--- src/rtl/disp_pkg.sv ---
// Shared constants for the VRAM display/draw paths.
// Both the display read controller and the fill-rectangle writer use the
// same 64-bit HP port format: 16-beat INCR bursts of 128 bytes, with the
// VRAM window selected by a fixed 3-bit address prefix.
package disp_pkg;

  localparam int          BURST_LEN   = 16;
  localparam logic [7:0]  AXI_AWLEN   = 8'h0f;
  localparam logic [2:0]  AXI_AWSIZE  = 3'b011;
  localparam logic [1:0]  AXI_INCR    = 2'b01;
  localparam logic [3:0]  AXI_CACHE   = 4'b0011;
  localparam int          BURST_BYTES = 128;
  localparam int          BURST_SHIFT = 7;
  localparam logic [2:0]  VRAM_PREFIX = 3'b001;
  localparam logic [3:0]  BEAT_LAST   = 4'(BURST_LEN - 1);

  // Write-master sequencing: one burst outstanding at a time.
  typedef enum logic [2:0] {
    ST_IDLE,
    ST_AW,
    ST_W,
    ST_B,
    ST_NEXT
  } state_e;

endpackage

--- src/rtl/draw_addrgen.sv ---
// Burst address generator for the rectangle fill.
// Holds the current line start address, burst-in-line counter and line
// counter. load_i captures the geometry (low 7 bits of base/stride forced to
// zero so every burst is 128-byte aligned); step_i advances to the next burst.
// Ports:
//   clk_i, rst_i       clock, synchronous active-high reset
//   load_i             capture base/stride/wbursts/height, zero the counters
//   step_i             move to the next burst (next line when the row is done)
//   base_i, stride_i   byte offset of top-left, line pitch in bytes
//   wbursts_i          bursts per line, height_i lines
//   addr_o             29-bit window offset of the current burst
//   last_o             current burst is the final burst of the final line
module draw_addrgen
  import disp_pkg::*;
(
  input  logic        clk_i,
  input  logic        rst_i,
  input  logic        load_i,
  input  logic        step_i,
  input  logic [28:0] base_i,
  input  logic [15:0] stride_i,
  input  logic [5:0]  wbursts_i,
  input  logic [10:0] height_i,
  output logic [28:0] addr_o,
  output logic        last_o
);

  logic [28:0] line_addr_q, line_addr_d;
  logic [15:0] stride_q, stride_d;
  logic [5:0]  wbursts_q, wbursts_d;
  logic [10:0] height_q, height_d;
  logic [5:0]  bcnt_q, bcnt_d;
  logic [10:0] lcnt_q, lcnt_d;
  logic        row_more;

  // The low address bits never matter: bursts are always 128-byte aligned.
  logic unused_ok;
  assign unused_ok = ^{base_i[6:0], stride_i[6:0]};

  // Widened by one bit so WBURSTS=63 / HEIGHT=2047 compare correctly.
  assign row_more = ({1'b0, bcnt_q} + 7'd1) < {1'b0, wbursts_q};
  assign last_o   = !row_more &&
                    (({1'b0, lcnt_q} + 12'd1) >= {1'b0, height_q});

  // Address sums wrap modulo 2^29, keeping accesses inside the window.
  assign addr_o = line_addr_q + (29'(bcnt_q) << BURST_SHIFT);

  always_comb begin
    line_addr_d = line_addr_q;
    stride_d    = stride_q;
    wbursts_d   = wbursts_q;
    height_d    = height_q;
    bcnt_d      = bcnt_q;
    lcnt_d      = lcnt_q;
    if (load_i) begin
      line_addr_d = {base_i[28:7], 7'b0};
      stride_d    = {stride_i[15:7], 7'b0};
      wbursts_d   = wbursts_i;
      height_d    = height_i;
      bcnt_d      = '0;
      lcnt_d      = '0;
    end else if (step_i) begin
      if (row_more) begin
        bcnt_d = bcnt_q + 6'd1;
      end else begin
        bcnt_d      = '0;
        line_addr_d = line_addr_q + 29'(stride_q);
        lcnt_d      = lcnt_q + 11'd1;
      end
    end
  end

  always_ff @(posedge clk_i) begin
    if (rst_i) begin
      line_addr_q <= '0;
      stride_q    <= '0;
      wbursts_q   <= '0;
      height_q    <= '0;
      bcnt_q      <= '0;
      lcnt_q      <= '0;
    end else begin
      line_addr_q <= line_addr_d;
      stride_q    <= stride_d;
      wbursts_q   <= wbursts_d;
      height_q    <= height_d;
      bcnt_q      <= bcnt_d;
      lcnt_q      <= lcnt_d;
    end
  end

endmodule

--- src/rtl/draw_fillrect.sv ---
// AXI write master that fills a VRAM rectangle with one constant XRGB colour.
// Each 64-bit beat carries two pixels; each 16-beat INCR burst covers 32
// pixels (128 bytes). Exactly one burst is in flight: AW, then 16 W beats,
// then the B response, then one cycle to advance the address generator.
// Ports:
//   ACLK, ARST         clock, synchronous active-high reset
//   START              one-cycle command pulse (ignored while BUSY)
//   BASEADDR, STRIDE   rectangle top-left offset and line pitch (bytes)
//   WBURSTS, HEIGHT    width in 32-pixel bursts, height in lines
//   COLOR              fill pixel
//   BUSY, DONE, ERR    status: in progress, completion pulse, sticky BRESP error
//   M_AXI_AW*/W*/B*    AXI4 write channels
module draw_fillrect
  import disp_pkg::*;
#(
  parameter int C_M_AXI_THREAD_ID_WIDTH = 1,
  parameter int C_M_AXI_ADDR_WIDTH      = 32,
  parameter int C_M_AXI_DATA_WIDTH      = 64,
  parameter int C_M_AXI_AWUSER_WIDTH    = 1,
  parameter int C_M_AXI_WUSER_WIDTH     = 8,
  parameter int C_M_AXI_BUSER_WIDTH     = 1
) (
  input  logic                               ACLK,
  input  logic                               ARST,
  input  logic                               START,
  input  logic [28:0]                        BASEADDR,
  input  logic [15:0]                        STRIDE,
  input  logic [5:0]                         WBURSTS,
  input  logic [10:0]                        HEIGHT,
  input  logic [31:0]                        COLOR,
  output logic                               BUSY,
  output logic                               DONE,
  output logic                               ERR,
  output logic [C_M_AXI_THREAD_ID_WIDTH-1:0] M_AXI_AWID,
  output logic [C_M_AXI_ADDR_WIDTH-1:0]      M_AXI_AWADDR,
  output logic [7:0]                         M_AXI_AWLEN,
  output logic [2:0]                         M_AXI_AWSIZE,
  output logic [1:0]                         M_AXI_AWBURST,
  output logic                               M_AXI_AWLOCK,
  output logic [3:0]                         M_AXI_AWCACHE,
  output logic [2:0]                         M_AXI_AWPROT,
  output logic [3:0]                         M_AXI_AWQOS,
  output logic [C_M_AXI_AWUSER_WIDTH-1:0]    M_AXI_AWUSER,
  output logic                               M_AXI_AWVALID,
  input  logic                               M_AXI_AWREADY,
  output logic [C_M_AXI_DATA_WIDTH-1:0]      M_AXI_WDATA,
  output logic [C_M_AXI_DATA_WIDTH/8-1:0]    M_AXI_WSTRB,
  output logic                               M_AXI_WLAST,
  output logic [C_M_AXI_WUSER_WIDTH-1:0]     M_AXI_WUSER,
  output logic                               M_AXI_WVALID,
  input  logic                               M_AXI_WREADY,
  input  logic [C_M_AXI_THREAD_ID_WIDTH-1:0] M_AXI_BID,
  input  logic [1:0]                         M_AXI_BRESP,
  input  logic [C_M_AXI_BUSER_WIDTH-1:0]     M_AXI_BUSER,
  input  logic                               M_AXI_BVALID,
  output logic                               M_AXI_BREADY
);

  state_e      state_q, state_d;
  logic [3:0]  beat_q, beat_d;
  logic [31:0] color_q, color_d;
  logic        err_q, err_d;
  logic        done_q, done_d;
  logic        ag_load, ag_step, ag_last;
  logic [28:0] ag_addr;
  logic        zero_size;

  // Single-ID master: the write response ID and user fields carry no information.
  logic unused_ok;
  assign unused_ok = ^{M_AXI_BID, M_AXI_BUSER};

  assign zero_size = (WBURSTS == 6'd0) || (HEIGHT == 11'd0);

  draw_addrgen u_addrgen (
    .clk_i     (ACLK),
    .rst_i     (ARST),
    .load_i    (ag_load),
    .step_i    (ag_step),
    .base_i    (BASEADDR),
    .stride_i  (STRIDE),
    .wbursts_i (WBURSTS),
    .height_i  (HEIGHT),
    .addr_o    (ag_addr),
    .last_o    (ag_last)
  );

  // Zero-size commands never leave IDLE: they clear ERR and pulse DONE
  // without touching the bus. The address generator is only loaded from
  // IDLE, so a START while busy cannot disturb the latched geometry.
  always_comb begin
    state_d = state_q;
    beat_d  = beat_q;
    color_d = color_q;
    err_d   = err_q;
    done_d  = 1'b0;
    ag_load = 1'b0;
    ag_step = 1'b0;
    case (state_q)
      ST_IDLE: begin
        if (START) begin
          color_d = COLOR;
          err_d   = 1'b0;
          ag_load = 1'b1;
          if (zero_size) begin
            done_d = 1'b1;
          end else begin
            state_d = ST_AW;
          end
        end
      end
      ST_AW: begin
        if (M_AXI_AWREADY) begin
          beat_d  = '0;
          state_d = ST_W;
        end
      end
      ST_W: begin
        if (M_AXI_WREADY) begin
          beat_d = beat_q + 4'd1;
          if (beat_q == BEAT_LAST) begin
            state_d = ST_B;
          end
        end
      end
      ST_B: begin
        if (M_AXI_BVALID) begin
          err_d   = err_q | (M_AXI_BRESP != 2'b00);
          state_d = ST_NEXT;
        end
      end
      ST_NEXT: begin
        if (ag_last) begin
          done_d  = 1'b1;
          state_d = ST_IDLE;
        end else begin
          ag_step = 1'b1;
          state_d = ST_AW;
        end
      end
      default: state_d = ST_IDLE;
    endcase
  end

  always_ff @(posedge ACLK) begin
    if (ARST) begin
      state_q <= ST_IDLE;
      beat_q  <= '0;
      color_q <= '0;
      err_q   <= 1'b0;
      done_q  <= 1'b0;
    end else begin
      state_q <= state_d;
      beat_q  <= beat_d;
      color_q <= color_d;
      err_q   <= err_d;
      done_q  <= done_d;
    end
  end

  assign BUSY = (state_q != ST_IDLE);
  assign DONE = done_q;
  assign ERR  = err_q;

  assign M_AXI_AWID    = '0;
  assign M_AXI_AWADDR  = C_M_AXI_ADDR_WIDTH'({VRAM_PREFIX, ag_addr});
  assign M_AXI_AWLEN   = AXI_AWLEN;
  assign M_AXI_AWSIZE  = AXI_AWSIZE;
  assign M_AXI_AWBURST = AXI_INCR;
  assign M_AXI_AWLOCK  = 1'b0;
  assign M_AXI_AWCACHE = AXI_CACHE;
  assign M_AXI_AWPROT  = '0;
  assign M_AXI_AWQOS   = '0;
  assign M_AXI_AWUSER  = '0;
  assign M_AXI_AWVALID = (state_q == ST_AW);

  assign M_AXI_WDATA  = C_M_AXI_DATA_WIDTH'({color_q, color_q});
  assign M_AXI_WSTRB  = '1;
  assign M_AXI_WUSER  = '0;
  assign M_AXI_WVALID = (state_q == ST_W);
  assign M_AXI_WLAST  = (state_q == ST_W) && (beat_q == BEAT_LAST);

  assign M_AXI_BREADY = (state_q == ST_B);

endmodule

--- config.mk ---
export PLATFORM = sky130hd
export DESIGN_NAME = draw_fillrect
export DESIGN_NICKNAME = d
export VERILOG_FILES = /design/src/rtl/disp_pkg.sv /design/src/rtl/draw_addrgen.sv /design/src/rtl/draw_fillrect.sv
export SDC_FILE = /design/constraint.sdc
export NUM_CORES = 1
export LEC_CHECK = 0
export ABC_AREA = 1
export CORE_ASPECT_RATIO = 1.2
export CORE_MARGIN = 2
export CORE_UTILIZATION = 47
export DETAILED_ROUTE_END_ITERATION = 7
export PLACE_DENSITY_LB_ADDON = 0.08
export SETUP_SLACK_MARGIN = 0.05
export SLEW_MARGIN = 40
export SYNTH_ARGS = -nofsm -noshare
export SYNTH_HDL_FRONTEND = slang
export SYNTH_HIERARCHICAL = 1
export SYNTH_SLANG_ARGS = --single-unit
--- constraint.sdc ---
create_clock -name ACLK -period 3.88 [get_ports ACLK]
set_input_delay 0.776 -clock ACLK [delete_from_list [all_inputs] [get_ports ACLK]]
set_output_delay 0.776 -clock ACLK [all_outputs]
set_load 0.05 [all_outputs]
== Word level (Yosys, flattened, before mapping) ==
Cells that the tools add are included.

* Bits in read-only memories: 0
* Memories: 0
* Input port bits: 104
* Logic and storage cells: 80
* Output and inout port bits: 146
* Bits in latches: 0
* Register bits after elaboration: 113
* Memory bits (writable): 0

* Bitwise logic cells: 2
* Mux-type cells: 26
* Multipliers: 0
* Reduce and logical (&&, ||, !) cells: 19
* Equal/unequal tests: 12
* Divide/modulo/power cells: 0
* $add $sub $neg: 7
* Shift-type cells: 0
* Order comparisons: 2

{| class="wikitable"
|+ Operators by type and width
! operator !! number
|-
| 29-bit two-way mux || 3
|-
| 29-bit by 13-bit adder with 29-bit output || 1
|-
| 29-bit by 16-bit adder with 29-bit output || 1
|-
| 3-bit two-way mux || 6
|-
| 3-bit one-hot mux with 5 select lines || 1
|-
| 11-bit by 1-bit adder with 12-bit output, second input constant || 1
|-
| 12-bit by 11-bit >= comparator with 1-bit output || 1
|-
| 11-bit by 1-bit adder with 11-bit output, second input constant || 1
|-
| 11-bit logical NOT || 1
|-
| 1-bit two-way mux || 10
|-
| 4-bit two-way mux || 2
|-
| 2-bit != test, second input constant || 4
|-
| 4-bit one-hot mux with 2 select lines || 1
|-
| 2-bit nonzero test || 4
|-
| 6-bit by 1-bit adder with 7-bit output, second input constant || 1
|-
| 7-bit by 6-bit less-than comparator with 1-bit output || 1
|-
| 6-bit by 1-bit adder with 6-bit output, second input constant || 1
|-
| 3-bit by 2-bit == test with 1-bit output, second input constant || 2
|-
| 6-bit logical NOT || 1
|-
| 6-bit two-way mux || 1
|-
| 2-bit by 1-bit != test with 1-bit output, second input constant || 3
|-
| 2-bit AND reduction || 3
|-
| 3-bit AND reduction || 2
|-
| 6-bit AND reduction || 1
|-
| 13 further kinds || 15
|}

== Logic depth before layout (Yosys ltp) ==
Gate-level depths: netlist (run 1).

* Word-level depth: 8
* Depth in mapped cells: 25
* Gate-level depth less buffers: 24

== Modules after synthesis ==
The synthesis (run 1) kept the hierarchy.

{| class="wikitable"
|+ By module, submodules not included
! module !! area an instance (µm²) !! cells each !! seq. area each (µm²) !! times used
|-
| draw_addrgen || 4775.8 || 743 || 1301.2 || 1
|-
| draw_fillrect || 2557.5 || 318 || 820.8 || 1
|}

== Worst setup path before layout (run 1) ==
No wires, ideal clock.

* Path kind: flip-flop to output port
* From: register u_addrgen.bcnt_q[0]
* To: output M_AXI_AWADDR[25]
* Slack: 706 ps
* Path buffers: 0
* Data required time: 3104 ps
* Arrival: 2398 ps
* Stages on the path, launching flop included: 11
* Cells stage by stage: dfxtp_1 ha_1 inv_1 fa_1 o21ai_1 nand2_1 nand2_1 a21oi_2 nor2_4 nand2_1 xor2_1

* Cells in the longest elaborated chain, start to end: 1

{| class="wikitable"
|+ Ends and longest elaborated chain
! item !! line !! text
|-
| start: declaration || draw_addrgen.sv:32 || <nowiki>logic [5:0] bcnt_q, bcnt_d;</nowiki>
|-
| start signal: assignment || draw_addrgen.sv:86 || <nowiki>bcnt_q <= bcnt_d;</nowiki>
|-
| 29-bit by 13-bit adder with 29-bit output || draw_addrgen.sv:46 || <nowiki>assign addr_o = line_addr_q + (29'(bcnt_q) << BURST_SHIFT);</nowiki>
|-
| end: declaration || draw_fillrect.sv:35 || <nowiki>output logic [C_M_AXI_ADDR_WIDTH-1:0] M_AXI_AWADDR,</nowiki>
|}

No other way between the ends.

== Worst setup path in the final report (run 1) ==
* From: register u_addrgen.line_addr_q[12]
* To: output M_AXI_AWADDR[20]

* Cells in the longest elaborated chain, start to end: 1

{| class="wikitable"
|+ Ends and longest elaborated chain
! item !! line !! text
|-
| start: declaration || draw_addrgen.sv:28 || <nowiki>logic [28:0] line_addr_q, line_addr_d;</nowiki>
|-
| start signal: assignment || draw_addrgen.sv:82 || <nowiki>line_addr_q <= line_addr_d;</nowiki>
|-
| 29-bit by 13-bit adder with 29-bit output || draw_addrgen.sv:46 ||
|}

No other way between the ends.

==> metrics.md, run 1 <==
| Metric | Value |
|---|---|
| Status | complete, no violations |
| Ant diodes | 0 |
| #FFs+latches synth | 106 |
| Cell Chain, Critical Path | ha_1 > nand2_1 > a21oi_1 > a21oi_1 > nand2_2 > nand2_2 > nor2_4 > nand2_2 > xor2_1 > clkdlybuf4s50_1 |
| Fillers | 1505 |
| Dpl cell area | 8770 µm² |
| # setup viols final | 0 |
| Switching part of the total | 46.2% |
| Clock Sinks | 106 |
| Final critical-path share of the clock period | 92.9% |
| Most used cell, CP | nand2_2 |
| Post-synth ARST share | 0% |
| Layout Nets | 1335 |
| Worst path top cell family by delay | buffers and inverters |
| CP Capture Type | output port |
| TritonCTS clock tree | done |
| Die Ht | 141 µm |
| Peak Freq | ~280 MHz |
| GRT Overall Usage | 21.7% |
| Max FO, Critical Path | 5 |
| H-tree depth | 3 |
| Worst Path Arrival | 2.83 ns |
| Deepest clock path buffer count | 2 |
| Setup slack after layout | 0.276 ns |
| Pre-antenna DRT Iters | 5 |
| Final HPWL DP | 13900 µm |
| Worst-Margin Slew | around 0.71 ns |
| Clock Power Share | 20.3% |
| Sequential power share | approximately 30% |
| Iter 0 DRT Violations | 304 |
| Largest net degree at the start of global routing | 51 |
| Clk_skew | roughly 0.0091 ns |
| Post-Syn Area | 7330 µm² |
| Design Area, Final | slightly above 9000 µm² |
| Initial antenna violation count | 1 |
| Die Width | 118 µm |
| Placement Rows | 50 |
| Core area | ~15000 µm² |
| Clock Latency Late Sink | 0.35 ns |
| Residual DRC | 0 |
| RSZ-0062 raised after global routing | false |
| PD cells | 552 nW/µm² |
| DP Worst Slack | 0.472 ns |
| Final ANT Viol Nets | 0 |
| Layout area overhead | 24.2% |
| FF+latch area | 2120 µm² |
| Comb power frac | 49.8% |
| Power Internal | approximately 2.7 mW |
| Leak | 4.17 nW |
| Slowest cell on crit path | clkdlybuf4s50_1 |
| Die area | about 17000 µm² |
| CP startpoint kind | register |
| Max Slew Vio Count | 0 |
| Yosys warning count | 6 |
| Count of different cell masters after synthesis | 43 |
| Routed vias/inst | 4.63 |
| Sw power | 2.32 mW |
| Post-synth top flop | dfxtp_1 |
| Via count | 6518 |
| Buf+Inv Stages, Crit Path | 1 |
| I/O Buffers | 180 |
| WL final | approximately 18000 µm |
| CTS buffer count | 9 |
| Slew margin rel. | 52.6% |
| First-pass GRT wire length | slightly below 30000 µm |
| Hold Buf Count CTS | 0 |
| Core Util, Final | 58.9% |
| Root Driver | clkbuf_16 |
| CTS clk-pin slew, worst paths | 0.08 ns |
| Worst hold path type | reg2reg |
| Setup Total Neg Slack | 0 ns |
| Post-synthesis sequential area ratio | just under 30% |
| Setup Buffers After CTS | 0 |
| Gr ovfl total | 0 |
| Initial core utilization | 47.5% |
| Max VDD drop | 0.288 mV |
| Layout cells sized above 1 | 11.2% |
| Average wire per standard cell | 12.7 µm |
| Multi-input combinational cell area | 4120 µm² |
| Vias in the first global route | 6051 |
| Minimum clock period | 3.60 ns |
| Final Wtd Congestion | about 0.86 |
| Critical path required time | 3.10 ns |
| EDFF count, synth | 0 |
| Crit path kind | reg2out |
| Final hold slack | 0.469 ns |
| Avg Inst Size Synth | 6.91 µm² |
| Max incr delay on CP | 0.83 ns |
| Syn Inst Count | 1061 |
| Ports | between 200 and 300 |
| Max_cap viols | 0 |
| Fin. Hold Viols | 0 |
cell usage after synthesis, drive strengths merged (2+ instances only):
cell type  number  area (µm²)
nand2         331        1350
inv           116         443
dfxtp         106        2120
buf           101         790
a21oi          89         558
nor2           88         402
nand3          59         315
o21ai          48         244
ha             34         425
xor2           32         280
clkbuf         12        45.0
nor3           11        80.1
nand4           8        56.3
xnor2           6        52.6
conb            3        11.3
nand3b          3        22.5
a211oi          2        15.0
and2            2        12.5
fa              2        40.0
mux2            2        22.5
or2             2        12.5
what timing repair did:
item	4_1_cts	5_1_grt
resized for setup	0	3
setup endpoints to repair	0	3
endpoints found under the hold margin	0	0
layer usage:
layer,track usage (%),share of wire (%),up-vias,wire length [µm]
met5,0,0.061,-,11
met4,8.69,2.5,2,441
met3,2.95,3.3,28,584
met2,38.8,50,134,9040
met1,26.4,44,2884,7880
li1,-,-,3470,-
registers in the layout, summed over array words and instances, names as in the netlist:
signal,flops
DONE,1
color_q,32
u_addrgen/bcnt_q,6
state_q,3
u_addrgen/line_addr_q,22
ERR,1
u_addrgen/height_q,11
u_addrgen/lcnt_q,11
u_addrgen/stride_q,9
beat_q,4
u_addrgen/wbursts_q,6
placed cells by master (no fill, tap or decap), types with 6 or more instances in the layout:
| master | synthesis | routed |
|---|---|---|
| clkbuf_16 | 0 | 9 |
| a21oi_1 | 59 | 59 |
| nand2_1 | 291 | 291 |
| o21ai_0 | 45 | 45 |
| buf_4 | 91 | 12 |
| nor3_1 | 6 | 6 |
| inv_1 | 109 | 109 |
| xnor2_1 | 6 | 6 |
| nand3_1 | 55 | 55 |
| nand4_1 | 7 | 7 |
| conb_1 | 3 | 53 |
| nor2_2 | 7 | 7 |
| inv_2 | 6 | 6 |
| clkdlybuf4s50_1 | 0 | 170 |
| nand2_2 | 38 | 38 |
| nor2_1 | 75 | 75 |
| a21oi_2 | 30 | 30 |
| ha_1 | 34 | 34 |
| xor2_1 | 32 | 32 |
| dfxtp_1 | 106 | 106 |
worst min-delay path, cell delays in order (launching register included):
cell and delay, ns:
dfxtp_1 0.30, inv_1 0.06, a21oi_1 0.06
through the flow:
| stage | power [mW] | instances |
|---|---|---|
| 2_1_floorplan | 3.48 | 1111 |
| 3_3_place_gp | 4.02 | 1392 |
| 3_5_place_dp | 4.04 | 1392 |
| 4_1_cts | 5.08 | 1408 |
| 5_1_grt | 5.34 | 1408 |
| 6_report | 5.03 | 1408 |
worst paths after layout:
| path | start | end | slack, ns | depth (start not counted) |
|---|---|---|---|---|
| hold / removal | u_addrgen/height_q[8] | u_addrgen/height_q[8] | 0.47 | 2 |
| setup / recovery | u_addrgen/line_addr_q[12] | M_AXI_AWADDR[20] | 0.28 | 10 |
| hold reg to reg | u_addrgen/height_q[8] | u_addrgen/height_q[8] | 0.47 | 2 |
| setup reg to reg | u_addrgen/lcnt_q[0] | u_addrgen/line_addr_q[23] | 0.47 | 24 |
area by class of cell:
| cell class | instances | share of cell area [%] |
|---|---|---|
| Tap cell | 208 | 2.86 |
| Timing Repair Buffer | 186 | 20.1 |
| Inverter | 117 | 4.90 |
| Multi-Input combinational cell | 775 | 45.2 |
| Clock inverter | 5 | 0.934 |
| Sequential cell | 106 | 23.3 |
| Clock buffer | 11 | 2.66 |
logic make-up after synthesis:
logic type	synth area share, %
fa+ha+maj	6.35
simple gates	30.9
xor+xnor	4.54
compound gates	11.3
mux	0.307
other cells	0.154
flops	28.9
buf+inv	17.5
power by group through the flow:
stage | clock network (mW) | registers [mW] | logic, mW
2_1_floorplan | 0 | 1.69 | 1.79
3_3_place_gp | 0 | 1.53 | 2.49
3_5_place_dp | 0 | 1.53 | 2.51
4_1_cts | 1.05 | 1.51 | 2.52
5_1_grt | 1.09 | 1.53 | 2.73
6_report | 1.02 | 1.50 | 2.50
No activity file was read; power rests on OpenSTA's default activity.
==> run 2: changes to the inputs <==
TNS_END_PERCENT = 50   (was not set)
==> results of run 2 <==
Final layout, timing and power as in run 1 (identical DEF).
==> run 3: changes to the inputs <==
--- a/config.mk
+++ b/config.mk
@@ -12,2 +12,3 @@
 export DETAILED_ROUTE_END_ITERATION = 7
+export GPL_ROUTABILITY_DRIVEN = 0
 export PLACE_DENSITY_LB_ADDON = 0.08
--- a/constraint.sdc
+++ b/constraint.sdc
@@ -3,2 +3,2 @@
 set_output_delay 0.776 -clock ACLK [all_outputs]
-set_load 0.05 [all_outputs]
+set_load 0.01 [all_outputs]
==> metrics.md, run 3 (synthesis gave the netlist of run 1 again) <==
| Metric | Value |
|---|---|
| Status | complete, no violations |
| Commonest non-fill, non-tap cell in the layout | nand2_1 |
| Hold Buf Count CTS | 0 |
| CTS clk-pin slew, worst paths | 0.07 ns |
| Residual DRC | 0 |
| Setup Buffers After CTS | 0 |
| Iter 0 DRT Violations | 305 |
| CP Capture Type | output port |
| Die Width | 118 µm |
| Via count | 6591 |
| Critical path required time | 3.10 ns |
| Cell Chain, Critical Path | ha_1 > inv_1 > fa_1 > o21ai_2 > nand2_1 > nand2_1 > a21oi_2 > nor2_4 > nand2_1 > xor2_1 > clkdlybuf4s50_1 |
| Largest regs | color_q: 32 flops, u_addrgen/line_addr_q: 22 flops |
| Layout Nets | 1336 |
| Worst Path Arrival | ~2.8 ns |
| Gr ovfl total | 0 |
| Minimum clock period | 3.60 ns |
| PD cells | 472 nW/µm² |
| Clock Power Share | 22.2% |
| Initial antenna violation count | 1 |
| H-tree depth | 3 |
| First-pass GRT wire length | 30300 µm |
| Dpl cell area | 8800 µm² |
| Clock Latency Late Sink | approximately 0.35 ns |
| Worst hold path type | reg2reg |
| Core area | 15500 µm² |
| Peak Freq | approximately 280 MHz |
| Final HPWL DP | 14000 µm |
| WL final | 18200 µm |
| Power Internal | 2.65 mW |
| Sequential power share | 34.9% |
| Max_cap viols | 0 |
| Final ANT Viol Nets | 0 |
| # setup viols final | 0 |
| Setup Total Neg Slack | 0 ns |
| Deepest clock path buffer count | 2 |
| Final hold slack | 0.465 ns |
| Max Slew Vio Count | 0 |
| Die area | about 17000 µm² |
| Leak | 4.10 nW |
| Number of flip-flops under the largest register name | 32 |
| Placement Rows | 50 |
| Layout cells sized above 1 | 11.2% |
| Final critical-path share of the clock period | between 90% and 100% |
| Non-Filler Instances | 1409 |
| Crit path kind | reg2out |
| GRT Overall Usage | about 22% |
| Slowest cell on crit path | clkdlybuf4s50_1 |
| Ant diodes | 0 |
| CP startpoint kind | register |
| RSZ-0062 raised after global routing | false |
| Placed instance count | between 1000 and 1500 |
| TritonCTS clock tree | done |
| Die Ht | 141 µm |
| Worst path top cell family by delay | buffers and inverters |
| Slew margin rel. | 59.6% |
| Vias in the first global route | 6265 |
| I/O Buffers | 180 |
| Average wire per standard cell | 12.9 µm |
| Most used cell, CP | nand2_1 |
| Design Area, Final | 9110 µm² |
| CTS buffer count | 9 |
| Clk_skew | 0.00785 ns |
| Max VDD drop | around 0.25 mV |
| Sw power | around 1.7 mW |
| Comb power frac | 42.9% |
| Ports | 250 |
| Fin. Hold Viols | 0 |
| Top reg by flops | color_q |
| Largest net degree at the start of global routing | 51 |
| Layout area overhead | 24.3% |
| Buf+Inv Stages, Crit Path | 2 |
| Switching part of the total | ~38% |
| Core Util, Final | 59.0% |
| Max incr delay on CP | approximately 0.55 ns |
| Clock Sinks | 106 |
| Routed vias/inst | between 4 and 5 |
| Worst-Margin Slew | roughly 0.61 ns |
| Initial core utilization | 47.5% |
| Most frequent cells in the layout | nand2_1, clkdlybuf4s50_1, inv_1, dfxtp_1, nor2_1 |
| Max FO, Critical Path | 6 |
| Pre-antenna DRT Iters | 5 |
| Root Driver | clkbuf_16 |
[run 3: changes by cell type in the layout (fill, tap and decap cells not counted), moves of 2 or more]
| cell | change |
|---|---|
| buf_4 | -5 |
| dlymetal6s2s_1 | -3 |
| dfxtp_1 | -2 |
| dfxtp_2 | +2 |
| clkdlybuf4s50_1 | +9 |
[run 3: per-layer routing]
metal / GRT usage, % / vias to the layer above / part of all wire, %
li1: - / 3477 / -
met1: 27.0 / 2951 / 44
met2: 40.0 / 134 / 51
met3: 3.20 / 27 / 3.2
met4: 8.31 / 2 / 2.2
met5: 0 / - / 0.071
[run 3: through the flow]
stage | power (mW) | worst slack (ns)
6_report | 4.31 | 0.280
3_3_place_gp | 3.35 | 0.477
5_1_grt | 4.63 | 0.0839
3_5_place_dp | 3.38 | 0.486
4_1_cts | 4.35 | 0.0957
2_1_floorplan | 2.79 | 1.06
[run 3: worst register-to-register path: cells and delay by family (launching register included)]
kind | cells | cell delay [ns]
and+or+nand+nor | 13 | 1.26
buffers and inverters | 6 | 0.67
adders and majority gates | 2 | 0.46
xor gates and xnor gates | 1 | 0.23
DFF | 1 | 0.36
AOI/OAI and AO/OA | 2 | 0.26
[run 3: worst paths after layout]
| kind | start | end | slack, ns | depth (start not counted) |
|---|---|---|---|---|
| hold / removal | u_addrgen/height_q[4] | u_addrgen/height_q[4] | 0.47 | 2 |
| hold reg to reg | u_addrgen/height_q[4] | u_addrgen/height_q[4] | 0.47 | 2 |
| setup reg to reg | u_addrgen/lcnt_q[1] | u_addrgen/line_addr_q[27] | 0.54 | 24 |
| setup / recovery | u_addrgen/bcnt_q[0] | M_AXI_AWADDR[19] | 0.28 | 11 |
[run 3: repair_timing]
item,4_1_cts,5_1_grt
endpoints found under the hold margin,0,0
resized for setup,0,4
setup endpoints to repair,0,22
[run 3: area by class of cell]
| class | count | area (µm²) |
|---|---|---|
| Sequential cell | 106 | 2120 |
| Fill cell | 1515 | 6340 |
| Multi-Input combinational cell | 775 | 4130 |
| Clock inverter | 5 | 62.6 |
| Inverter | 117 | 447 |
| Clock buffer | 11 | 243 |
| Tap cell | 208 | 260 |
| Timing Repair Buffer | 187 | 1850 |
[run 3: power groups by stage]
stage | logic [mW] | clock network, mW | registers (mW)
floorplan | 1.30 | 0 | 1.50
finish | 1.85 | 0.955 | 1.50
global placement | 1.82 | 0 | 1.53
global route | 2.07 | 1.03 | 1.53
CTS | 1.86 | 0.982 | 1.51
detailed placement | 1.85 | 0 | 1.53
